$ cat src/rtl/fir_chan_sched.sv
// Four-channel sample scheduler in front of a single shared FIR pipeline.
// Holds one sample per channel, issues them round-robin, and changes the pass/FIR select only once the pipeline is empty.
module fir_chan_sched #(
    parameter int INBITWIDTH = 18,
    parameter int FIR_LAT    = 8
) (
    input  logic                  clk,
    input  logic                  rst,
    input  logic [3:0]            ch_flag,
    input  logic [INBITWIDTH-1:0] ch_data0,
    input  logic [INBITWIDTH-1:0] ch_data1,
    input  logic [INBITWIDTH-1:0] ch_data2,
    input  logic [INBITWIDTH-1:0] ch_data3,
    input  logic                  fir_ready,
    input  logic                  pass_req,
    input  logic                  ovf_clr,
    output logic                  fir_in_flag,
    output logic [INBITWIDTH-1:0] fir_in_data,
    output logic [1:0]            fir_in_ch,
    output logic                  fir_pass_flag,
    output logic [3:0]            pend,
    output logic [3:0]            overflow,
    output logic                  busy
);

    typedef enum logic [1:0] {
        ST_RUN    = 2'd0,
        ST_DRAIN  = 2'd1,
        ST_SWITCH = 2'd2
    } state_t;

    state_t                r_state;
    state_t                w_state_next;
    logic                  r_pass;
    logic [3:0]            r_pend;
    logic [3:0]            r_ovf;
    logic [INBITWIDTH-1:0] r_hold [4];
    logic [1:0]            r_last;
    logic [7:0]            r_flush;
    logic                  r_out_flag;
    logic [INBITWIDTH-1:0] r_out_data;
    logic [1:0]            r_out_ch;

    logic [INBITWIDTH-1:0] w_ch_data [4];
    logic                  w_grant;
    logic [1:0]            w_grant_ch;
    logic [1:0]            w_idx;
    logic [3:0]            w_grant_vec;
    logic [3:0]            w_ovf_set;

    assign w_ch_data[0] = ch_data0;
    assign w_ch_data[1] = ch_data1;
    assign w_ch_data[2] = ch_data2;
    assign w_ch_data[3] = ch_data3;

    // Round-robin: search starts just after the last granted channel and wraps.
    always_comb begin
        w_grant    = 1'b0;
        w_grant_ch = 2'd0;
        w_idx      = 2'd0;
        if (fir_ready && (r_state != ST_SWITCH) && (|r_pend)) begin
            for (int k = 1; k <= 4; k++) begin
                w_idx = r_last + 2'(k);
                if (!w_grant && r_pend[w_idx]) begin
                    w_grant    = 1'b1;
                    w_grant_ch = w_idx;
                end
            end
        end
    end

    always_comb begin
        w_grant_vec = 4'd0;
        w_ovf_set   = 4'd0;
        for (int i = 0; i < 4; i++) begin
            w_grant_vec[i] = w_grant && (w_grant_ch == 2'(i));
            w_ovf_set[i]   = ch_flag[i] && r_pend[i] && !w_grant_vec[i];
        end
    end

    always_comb begin
        w_state_next = r_state;
        case (r_state)
            ST_RUN: begin
                if (pass_req != r_pass) w_state_next = ST_DRAIN;
            end
            ST_DRAIN: begin
                if (pass_req == r_pass)
                    w_state_next = ST_RUN;
                else if ((r_pend == 4'd0) && (r_flush == 8'd0) && !w_grant)
                    w_state_next = ST_SWITCH;
            end
            ST_SWITCH: w_state_next = ST_RUN;
            default:   w_state_next = ST_RUN;
        endcase
    end

    always_ff @(posedge clk) begin
        if (rst) begin
            r_state    <= ST_RUN;
            r_pass     <= 1'b0;
            r_pend     <= 4'd0;
            r_ovf      <= 4'd0;
            r_last     <= 2'd3;
            r_flush    <= 8'd0;
            r_out_flag <= 1'b0;
            r_out_data <= '0;
            r_out_ch   <= 2'd0;
            for (int i = 0; i < 4; i++) r_hold[i] <= '0;
        end else begin
            r_state <= w_state_next;
            if (r_state == ST_SWITCH) r_pass <= ~r_pass;

            r_out_flag <= w_grant;
            if (w_grant) begin
                r_out_data <= r_hold[w_grant_ch];
                r_out_ch   <= w_grant_ch;
                r_last     <= w_grant_ch;
                r_flush    <= 8'(FIR_LAT);
            end else if (r_flush != 8'd0) begin
                r_flush <= r_flush - 8'd1;
            end

            // A strobe on the channel being granted refills the slot it just vacated.
            for (int i = 0; i < 4; i++) begin
                if (ch_flag[i] && (!r_pend[i] || w_grant_vec[i])) begin
                    r_hold[i] <= w_ch_data[i];
                    r_pend[i] <= 1'b1;
                end else if (w_grant_vec[i]) begin
                    r_pend[i] <= 1'b0;
                end
            end

            r_ovf <= ovf_clr ? 4'd0 : (r_ovf | w_ovf_set);
        end
    end

    assign fir_in_flag   = r_out_flag;
    assign fir_in_data   = r_out_data;
    assign fir_in_ch     = r_out_ch;
    assign fir_pass_flag = r_pass;
    assign pend          = r_pend;
    assign overflow      = r_ovf;
    assign busy          = (r_state != ST_RUN);

endmodule

$ cat config.mk
export PLATFORM = sky130hd
export DESIGN_NAME = fir_chan_sched
export DESIGN_NICKNAME = d
export VERILOG_FILES = /design/src/rtl/fir_chan_sched.sv
export SDC_FILE = /design/constraint.sdc
export NUM_CORES = 1
export LEC_CHECK = 0
export CAP_MARGIN = 20
export CELL_PAD_IN_SITES_DETAIL_PLACEMENT = 1
export CELL_PAD_IN_SITES_GLOBAL_PLACEMENT = 2
export CORE_MARGIN = 10
export CORE_UTILIZATION = 30
export CTS_CLUSTER_SIZE = 8
export DETAILED_ROUTE_END_ITERATION = 7
export HOLD_SLACK_MARGIN = 0.06
export PLACE_DENSITY = 0.81
export SLEW_MARGIN = 5
export SYNTH_ARGS = -nofsm -noshare
export SYNTH_HDL_FRONTEND = slang
export SYNTH_SLANG_ARGS = --single-unit
$ cat constraint.sdc
create_clock -name clk -period 3 [get_ports clk]
set_input_delay 0.9 -clock clk [delete_from_list [all_inputs] [get_ports clk]]
set_output_delay 0.9 -clock clk [all_outputs]
set_load 0.02 [all_outputs]
=== Yosys cells after proc, flatten, opt, wreduce, memory -nomap -nowiden ===
Memory sizes are Yosys's and may differ from the RTL's. A register that Yosys moved wholly into a read port is not among the register bits.
Index checks and enable logic that the tools add are counted.

* Add/subtract/negate cells: 4
* Multiply operators: 0
* Div/mod/pow operators: 0
* Order comparisons: 4
* Eq/ne operators: 10
* Shift operators: 0
* Multiplexer cells: 53
* Bitwise gates (word level): 6
* Reductions and logical operators: 54

{| class="wikitable"
|+ Operator list
! operator !! count
|-
| two-way mux 18 bit || 4
|-
| two-way mux 1 bit || 34
|-
| logical AND 1 bit || 23
|-
| two-way mux 2 bit || 8
|-
| zero test 1 bit || 12
|-
| < comparator 2 x 3 -> 1 bit (second input constant) || 4
|-
| nonzero test 2 bit || 6
|-
| binary-select mux 1 bit (select 2 bit) || 4
|-
| zero test 8 bit || 1
|-
| two-way mux 4 bit || 2
|-
| nonzero test 8 bit || 1
|-
| subtractor 8 x 1 -> 8 bit (second input constant) || 1
|-
| == test 2 bit (second input constant) || 3
|-
| adder 2 bit (second input constant) || 2
|-
| == test 2 x 1 -> 1 bit (second input constant) || 2
|-
| zero test 2 bit || 2
|-
| zero test 4 bit || 1
|-
| logical OR 1 bit || 4
|-
| != test 2 bit (second input constant) || 2
|-
| OR 1 bit || 4
|-
| OR 4 bit || 1
|-
| one-hot mux 2 bit (2 select lines) || 1
|-
| OR reduction 2 bit || 2
|-
| OR reduction 4 bit || 1
|-
| other kinds (6) || 6
|}

* Register bits after elaboration: 24
* Latch bits: 0
* RAM bits: 72
* Bits in read-only memories: 0
* Input bits: 81
* Output and inout bits: 31
* Word-level logic and storage cells: 144
* Memories kept: 1

{| class="wikitable"
|+ Memories
! memory !! words !! width !! read ports !! clocked after memory_dff !! write ports !! RTL line !! text
|-
| r_hold || 4 || 18 || 1 || 1 || 4 || 37 || <nowiki>logic [INBITWIDTH-1:0] r_hold [4];</nowiki>
|}

=== Depth between registers and ports, before layout ===
* Depth after elaboration: 25
* Mapped depth: 9

=== Worst setup path before layout ===
No wires, ideal clock.

* Path kind: input port to flip-flop
* Start: in rst
* End: mem r_hold[2][0], enable pin
* Arrival: 2.577 ns
* Path slack: 0.050 ns
* Stages on the path: 5
* Path through: clkbuf_1 > clkbuf_1 > clkbuf_1 > buf_1 > a21o_1

{| class="wikitable"
|+ RTL lines
! item !! RTL line !! text
|-
| from (decl) || 8 || <nowiki>input logic rst,</nowiki>
|-
| to (decl) || 37 ||
|}

==> summary.txt <==
ROUTE
---------------------------------------------------------------------------------
Number of optimization iterations in the first detailed-route pass              4
Initial detailed-routing violation count                                      261
Vias/cell                                                                    5.13
Final antenna-violating net count                                               0
Mean routed wirelength per cell                                           20.1 um
Total number of vias                                                         4280
Total DRC errors in the routed layout                                           0
Routed WL                                                                16800 um

SETUP PATH
---------------------------------------------------------------------------------
Max stage delay on crit path                                              0.50 ns
Data arrival time of the critical path                                    2.73 ns
Crit path max-delay cell type                                        sky130_fd_sc_hd__clkdlybuf4s50_1
Crit path kind                                                             in2reg
Category of the worst setup path launch point                           input pin
Capturing element type of the critical path                              register
Worst path top cell family by delay                                  compound AO/OA/AOI/OAI gates
Maximum fanout along the worst path                                            18
Cell Chain, Critical Path                                            clkdlybuf4s50_1, inv_1, nor3_2, o31ai_4, o21ai_0, a21o_1, buf_12
WP buf/inv                                                                      3
Req. time, crit path                                                      3.12 ns

FINISH
---------------------------------------------------------------------------------
Antenna fix cells                                                               0
Ratio of cells with drive above 1 in the final layout                       0.121
Count of non-filler cells in the finished layout                              834
Leading cell type in the layout, fill and taps excluded              sky130_fd_sc_hd__clkdlybuf4s50_1
Number of fill cells in the layout                                           1890
Cell area after layout                                                  7440 um^2
Layout net count                                                              675
Area grow syn2layout                                                        37.3%
Top library cells by usage in the layout, fill and taps aside        110 x sky130_fd_sc_hd__clkdlybuf4s50_1, 72 x sky130_fd_sc_hd__edfxtp_1, 42 x sky130_fd_sc_hd__dfxtp_1, 38 x sky130_fd_sc_hd__nor2_1, 38 x sky130_fd_sc_hd__a21oi_1

POWER AND IR DROP
---------------------------------------------------------------------------------
Pwr dens                                                              682 nW/um^2
Leakage component of the power                                            2.74 nW
Worst vdd ir                                                             0.345 mV
Total power                                                               5.07 mW

CLOCKING
---------------------------------------------------------------------------------
Clock tree from TritonCTS                                                     yes
Source-to-sink clock delay at the later pin of the worst-skew pair        0.41 ns
Number of buffers created by CTS                                               17
CTS root buf                                                         sky130_fd_sc_hd__clkbuf_16
Number of clock sinks                                                         114
Total of hold buffers inserted after clock tree synthesis                       0
Number of H-tree levels                                                         4
Count of buffers added by post-CTS timing repair for setup                      0
Clock Pin Slew Worst Setup and Hold Paths                                 0.05 ns
Clk buf depth                                                                   2
Number of gates resized after CTS                                               0

FLOORPLANNING
---------------------------------------------------------------------------------
Number of core rows                                                            49
Horizontal die dimension                                                   154 um
Effective utilization at floorplan                                          0.303
Die Outline Area                                                       23800 um^2
Number of placed I/O pins                                                     112
Core area                                                              17800 um^2
Vertical die dimension                                                     154 um

SYNTHESIS
---------------------------------------------------------------------------------
Post-synthesis instance area                                            5410 um^2
Avg Cell Area, Syn                                                      11.4 um^2
FFs w/ async S/R, synth                                                         0
Number of cells produced by synthesis                                         474
Share of the yosys chip area belonging to registers                         0.555
Top FF cell, synth                                                   sky130_fd_sc_hd__edfxtp_1
FF+latch count, synth                                                         114
Post-Synthesis Net Count                                                      557
Post-synth EDFFs                                                               72
Yosys synthesis warning count                                                   0
Unique masters post-synth                                                      53

PLACEMENT
---------------------------------------------------------------------------------
Number of cells after detailed placement                                      802
Detailed Place HPWL                                                      12600 um
Final weighted congestion in routability-driven placement                   0.752
Number of buffer cells added on primary ports                                 111
Post-place instance area                                                6850 um^2

STA
---------------------------------------------------------------------------------
Highest clock rate                                                      0.383 GHz
Count of final hold-check violations                                            0
Transition time at the pin with the least slew margin                    0.776 ns
Max-slew headroom                                                           0.483
Fin crit period                                                           2.61 ns
Final worst path period share                                               0.871
Post-route clock skew                                                  0.00754 ns
Final setup vio count                                                           0
Hold_ws                                                                  0.450 ns
Unrepaired setup endpoints after global routing                             false
Fin. max-slew vios                                                              0

GLOBAL ROUTE
---------------------------------------------------------------------------------
GRT Util Overall                                                            0.143
Initial antenna violation count                                                 0
Vias in the first global route                                               4722
Total grt overflow                                                              0
Largest net degree at the start of global routing                              41
Wire length of the first global-routing pass                             26800 um

OUTCOME
---------------------------------------------------------------------------------
Run status                                                           finished, final reports clean

WORST HOLD PATH
---------------------------------------------------------------------------------
Worst min path class                                                      reg2reg

JOB
---------------------------------------------------------------------------------
Count of maximum capacitance violations                                         0

-- per-stage QoR --
| stage | setup WS, ns | TNS (ns) | util |
|---|---|---|---|
| after global routing | 0.259 | 0 | 0.417 |
| after floorplan | 0.0499 | 0 | - |
| after global placement | 0.0912 | 0 | 0.384 |
| after CTS | 0.359 | 0 | 0.417 |
| final | 0.388 | 0 | 0.417 |
| after detailed placement | -0.0246 | -0.433 | 0.384 |
-- metal layers --
metal | vias to the layer above | track usage | share of wire
met1 | 2083 | 0.165 | 0.40
met5 | - | 0 | 0
met3 | 19 | 0.0460 | 0.066
li1 | 2051 | - | -
met4 | 0 | 0.0526 | 0.019
met2 | 127 | 0.242 | 0.51
-- state kept, by name (all words and copies together) (netlist names) --
| register | flops |
|---|---|
| fir_in_ch | 2 |
| fir_in_data | 18 |
| fir_in_flag | 1 |
| fir_pass_flag | 1 |
| overflow | 4 |
| pend | 4 |
| r_flush | 8 |
| r_hold | 72 |
| r_last | 2 |
| r_state | 2 |
-- final cells by class --
class / instances / area (um^2) / share of cell area
Clock buffer: 25 / 475 / 0.0639
Timing Repair Buffer: 137 / 1350 / 0.182
Tap cell: 229 / 287 / 0.0385
Inverter: 8 / 30.0 / 0.00404
Clock inverter: 7 / 109 / 0.0146
Multi-Input combinational cell: 314 / 2180 / 0.293
Sequential cell: 114 / 3000 / 0.404
-- where the power goes --
part	leakage (nW)	internal, mW	switching (mW)
logic	1.33	0.515	0.572
registers	1.12	1.85	0.127
clock network	0.287	1.34	0.664
total	2.74	3.71	1.36
-- worst reg2reg max path, stage by stage (launching register included) --
cell and delay, ns:
sky130_fd_sc_hd__dfxtp_1 0.57, sky130_fd_sc_hd__nand2b_1 0.22, sky130_fd_sc_hd__o22a_1 0.28, sky130_fd_sc_hd__and2_1 0.27
sky130_fd_sc_hd__o31a_1 0.31, sky130_fd_sc_hd__buf_12 0.17, sky130_fd_sc_hd__nor4b_1 0.37, sky130_fd_sc_hd__buf_4 0.18
-- worst paths after layout --
check	start	endpoint	slack (ns)	depth (start not counted)
min	overflow[3]$_SDFF_PP0_	overflow[3]$_SDFF_PP0_	0.45	2
max reg2reg	pend[1]$_SDFFE_PP0P_	r_hold[0][2]$_SDFFCE_PN0P_	0.50	7
min reg2reg	overflow[3]$_SDFF_PP0_	overflow[3]$_SDFF_PP0_	0.45	2
max	fir_ready	r_hold[1][6]$_SDFFCE_PN0P_	0.39	7
-- kinds of logic after synthesis --
group / after synthesis / share of synthesized area
multiplexers: 9 / 0.0187
AO/OA/AOI/OAI: 110 / 0.151
adder cells (fa/ha/maj): 2 / 0.00462
AND/OR/NAND/NOR: 185 / 0.215
buffers and inverters: 46 / 0.0425
XOR/XNOR: 8 / 0.0129
flip-flops: 114 / 0.555
-- synthesized netlist by cell type (4+ instances only) --
cell                       instances  area share
sky130_fd_sc_hd__mux2_1            4      0.0083
sky130_fd_sc_hd__nand2_1          15       0.010
sky130_fd_sc_hd__a22oi_1           9       0.012
sky130_fd_sc_hd__buf_1             4      0.0028
sky130_fd_sc_hd__edfxtp_1         72        0.40
sky130_fd_sc_hd__o21ai_0           6      0.0055
sky130_fd_sc_hd__nor2_1           38       0.026
sky130_fd_sc_hd__nand2b_1          4      0.0046
sky130_fd_sc_hd__nand4_1          19       0.022
sky130_fd_sc_hd__xnor2_1           7       0.011
sky130_fd_sc_hd__nor4b_1          33       0.053
sky130_fd_sc_hd__a21oi_1          38       0.035
sky130_fd_sc_hd__nor4b_2           4       0.011
sky130_fd_sc_hd__nor3_1           13       0.012
sky130_fd_sc_hd__a21o_1            5      0.0069
sky130_fd_sc_hd__a22o_1            9       0.015
sky130_fd_sc_hd__inv_1             6      0.0042
sky130_fd_sc_hd__buf_2             6      0.0055
sky130_fd_sc_hd__dfxtp_1          42        0.16
sky130_fd_sc_hd__o31ai_1          19       0.026
sky130_fd_sc_hd__mux2_2            5       0.010
sky130_fd_sc_hd__a221o_1           9       0.017
sky130_fd_sc_hd__clkbuf_1         20       0.014
sky130_fd_sc_hd__buf_6             6       0.012
sky130_fd_sc_hd__and2_1           37       0.043
(Power assumes the default switching activity.)
==> edit, RTL diff (config.mk and constraints unchanged) <==
Change the parameter `INBITWIDTH` from 18 to 16.
--- a/src/rtl/fir_chan_sched.sv
+++ b/src/rtl/fir_chan_sched.sv
@@ -1,7 +1,7 @@
 // Four-channel sample scheduler in front of a single shared FIR pipeline.
 // Holds one sample per channel, issues them round-robin, and changes the pass/FIR select only once the pipeline is empty.
 module fir_chan_sched #(
-    parameter int INBITWIDTH = 18,
+    parameter int INBITWIDTH = 16,
     parameter int FIR_LAT    = 8
 ) (
     input  logic                  clk,
Interface: changed (5 resized); port bits go from 112 to 102. No check against the original RTL was run, so the function may have changed too.
==> edit against the original RTL <==
Worst setup slack got worse by 0.076 ns; maximum frequency down 2.8%; total power decreased by 23%; synthesized area down 13%; final area shrank 14%; sequential power shrank 10%; clock skew decreased by 0.0027 ns; register-to-register slack got worse by 0.19 ns; routed wire length down 19%; cell count is 17% lower; via count down 22%; sequential cell count shrank 10; worst hold slack gained 0.011 ns; critical endpoint is now fir_in_data[9]; highest routed layer unchanged.
==> edit: results (changes against the original RTL) <==
Synth
  – Post-synth top cells: edfxtp_1 (64), nor3b_1 (63), dfxtp_1 (40), mux2_2 (29), nor3b_2 (18)
  – Synth Flop Type: edfxtp_1
  – Synth top area cells: edfxtp_1 (41%), dfxtp_1 (17%), nor3b_1 (10%)
  – Post-synthesis cell type count: 39 (-26%)
  – Post-synth net total: 443 (-20%)
  – Register area share after synthesis: 57.52% (+2.1 points)
  – Number of flops mapped to enable cells by yosys: 64 (-11%)

Detailed routing
  – Final wirelength: 13600 um (-19%)
  – Initial DRC count: 183 (-30%)
  – DR vias: 3353 (-22%)

STA
  – Slew HR: 54.62% (+6.4 points)
  – Post-route clock skew: 0.004864 ns (-0.002676 ns)

Clock network
  – Post-cts resize count: 0 (unchanged)
  – Reg clk slew, reported paths: 0.07 ns (+0.02 ns)
  – CTS Buf Count: 9 (-8)
  – Worst skew pair latency: 0.35 ns (-0.06 ns)
  – Post-CTS Setup Repair Bufs: 0 (unchanged)
  – CTS H-Tree Depth: 3 (-1)

Worst hold path
  – Worst min-delay path startpoint: fir_in_ch[1]
  – Hold Path Class: reg2reg
  – Hold Path End: fir_in_ch[1]
  – Hold Path Stages: 2 (unchanged)

Global route
  – Initial antenna violation count: 0 (unchanged)
  – Tot GR Track Use: 12.73% (-1.6 points)
  – M2 GR Usage: 22.65% (-1.5 points)
  – Vias in the first global route: 3742 (-21%)
  – M1 GR Usage: 14.25% (-2.2 points)
  – First-pass GRT wire length: 21140 um (-21%)
  – Largest net degree at the start of global routing: 45 (+9.8%)
  – Met3 Usage GRT: 4.533% (-0.071 points)

Layout
  – Layout cell share with drive strength beyond 1: 18.62% (+6.6 points)
  – Max FFs per register: 64 (-11%)
  – Nets@finish: 548 (-19%)
  – Fillers: 1643 (-13%)

Setup path
  – Worst Path Arrival: 2.93 ns (+0.20 ns)
  – Worst R2R Path Depth: 6 (-1)
  – R2R setup slack: 0.31 ns (-0.19 ns)
  – Critical Path Fanout Max: 12 (-6)
  – RR Endpoint: fir_in_data[9]
  – Worst r2r src: pend[0]

Pwr
  – Max VDD drop: 0.0002772 V (-20%)
  – Pleak: 2.249 nW (-18%)

Run status
  – Status: complete, no violations

Placement
  – GPL Wtd Cong: 0.7959 (+5.8%)
  – Hpwl dp: 10280 um (-18%)
  – I/O Buffers: 101 (-9.0%)
==> edit: cell count changes in the layout (fill, tap and decap cells not counted), sizes merged, moves of 20 or more <==
cell,change
nor3b,+81
nor4b,-38
and2,-37
a21oi,-30
mux2,+23
nor2,-22
o31ai,-20
==> edit: routing by layer <==
layer,vias to the layer above,wire length [um],share of wire (%)
met4,0,127,0.93
met5,-,0,0
li1,1586,-,-
met1,1673,5621,41
met2,83,7073,52
met3,11,782,5.7
==> edit: kinds of logic (layout without fill, tap and decap cells) <==
| family | Yosys count | after routing | synth area share, % |
|---|---|---|---|
| flops | 104 | 104 | 57.52 |
| mux | 32 | 32 | 7.613 |
| fa+ha+maj | 2 | 2 | 0.5286 |
| simple gates | 141 | 141 | 21.17 |
| xor+xnor | 8 | 8 | 1.480 |
| compound gates | 48 | 48 | 8.248 |
| buf+inv | 33 | 143 | 3.436 |
==> edit: power breakdown <==
part	switching, mW	leakage [nW]	internal, mW
logic	0.484	1.10	0.454
clock network	0.514	0.133	0.651
registers	0.0991	1.02	1.68
==> edit: stage by stage <==
step	total power, mW	area [sq um]	hold slack [ns]	std cells	setup WS [ns]
finish	3.884	6389	0.4612	689	0.3127
global route	4.086	6389	0.4796	689	0.1719
CTS	3.940	6389	0.4627	689	0.2440
detailed placement	2.762	6098	0.4537	673	0.1235
global placement	2.701	6098	0.4444	673	0.1594
floorplan	2.372	4741	0.4300	368	0.1859
==> edit: area by class of cell <==
cell class	instances	area (sq um)	area share (%)
timing repair buffer	121	1224	19.15
multi-input combinational	231	1866	29.20
tap	211	264.0	4.132
clock inverter	4	53.80	0.8421
sequential	104	2723	42.62
clock buffer	12	236.5	3.702
inverter	6	22.52	0.3525
==> edit: worst max path at each step <==
stage / startpoint / endpoint / slack (ns) / cells past startpoint
after floorplan: fir_ready / r_hold[0][0] / 0.19 / 7
final: pend[0] / fir_in_data[9] / 0.31 / 6
after CTS: pend[0] / fir_in_data[9] / 0.24 / 6
after global routing: pend[0] / fir_in_data[9] / 0.17 / 6
after global placement: fir_ready / r_hold[2][7] / 0.16 / 6
after detailed placement: fir_ready / r_hold[2][2] / 0.12 / 6
==> edit: critical path, cell delays in order, from the launching register on <==
cell	delay [ns]
dfxtp_1	0.50
nor2b_1	0.11
o21a_1	0.25
o311ai_4	0.66
buf_4	0.33
mux2_2	0.38
a221o_1	0.35
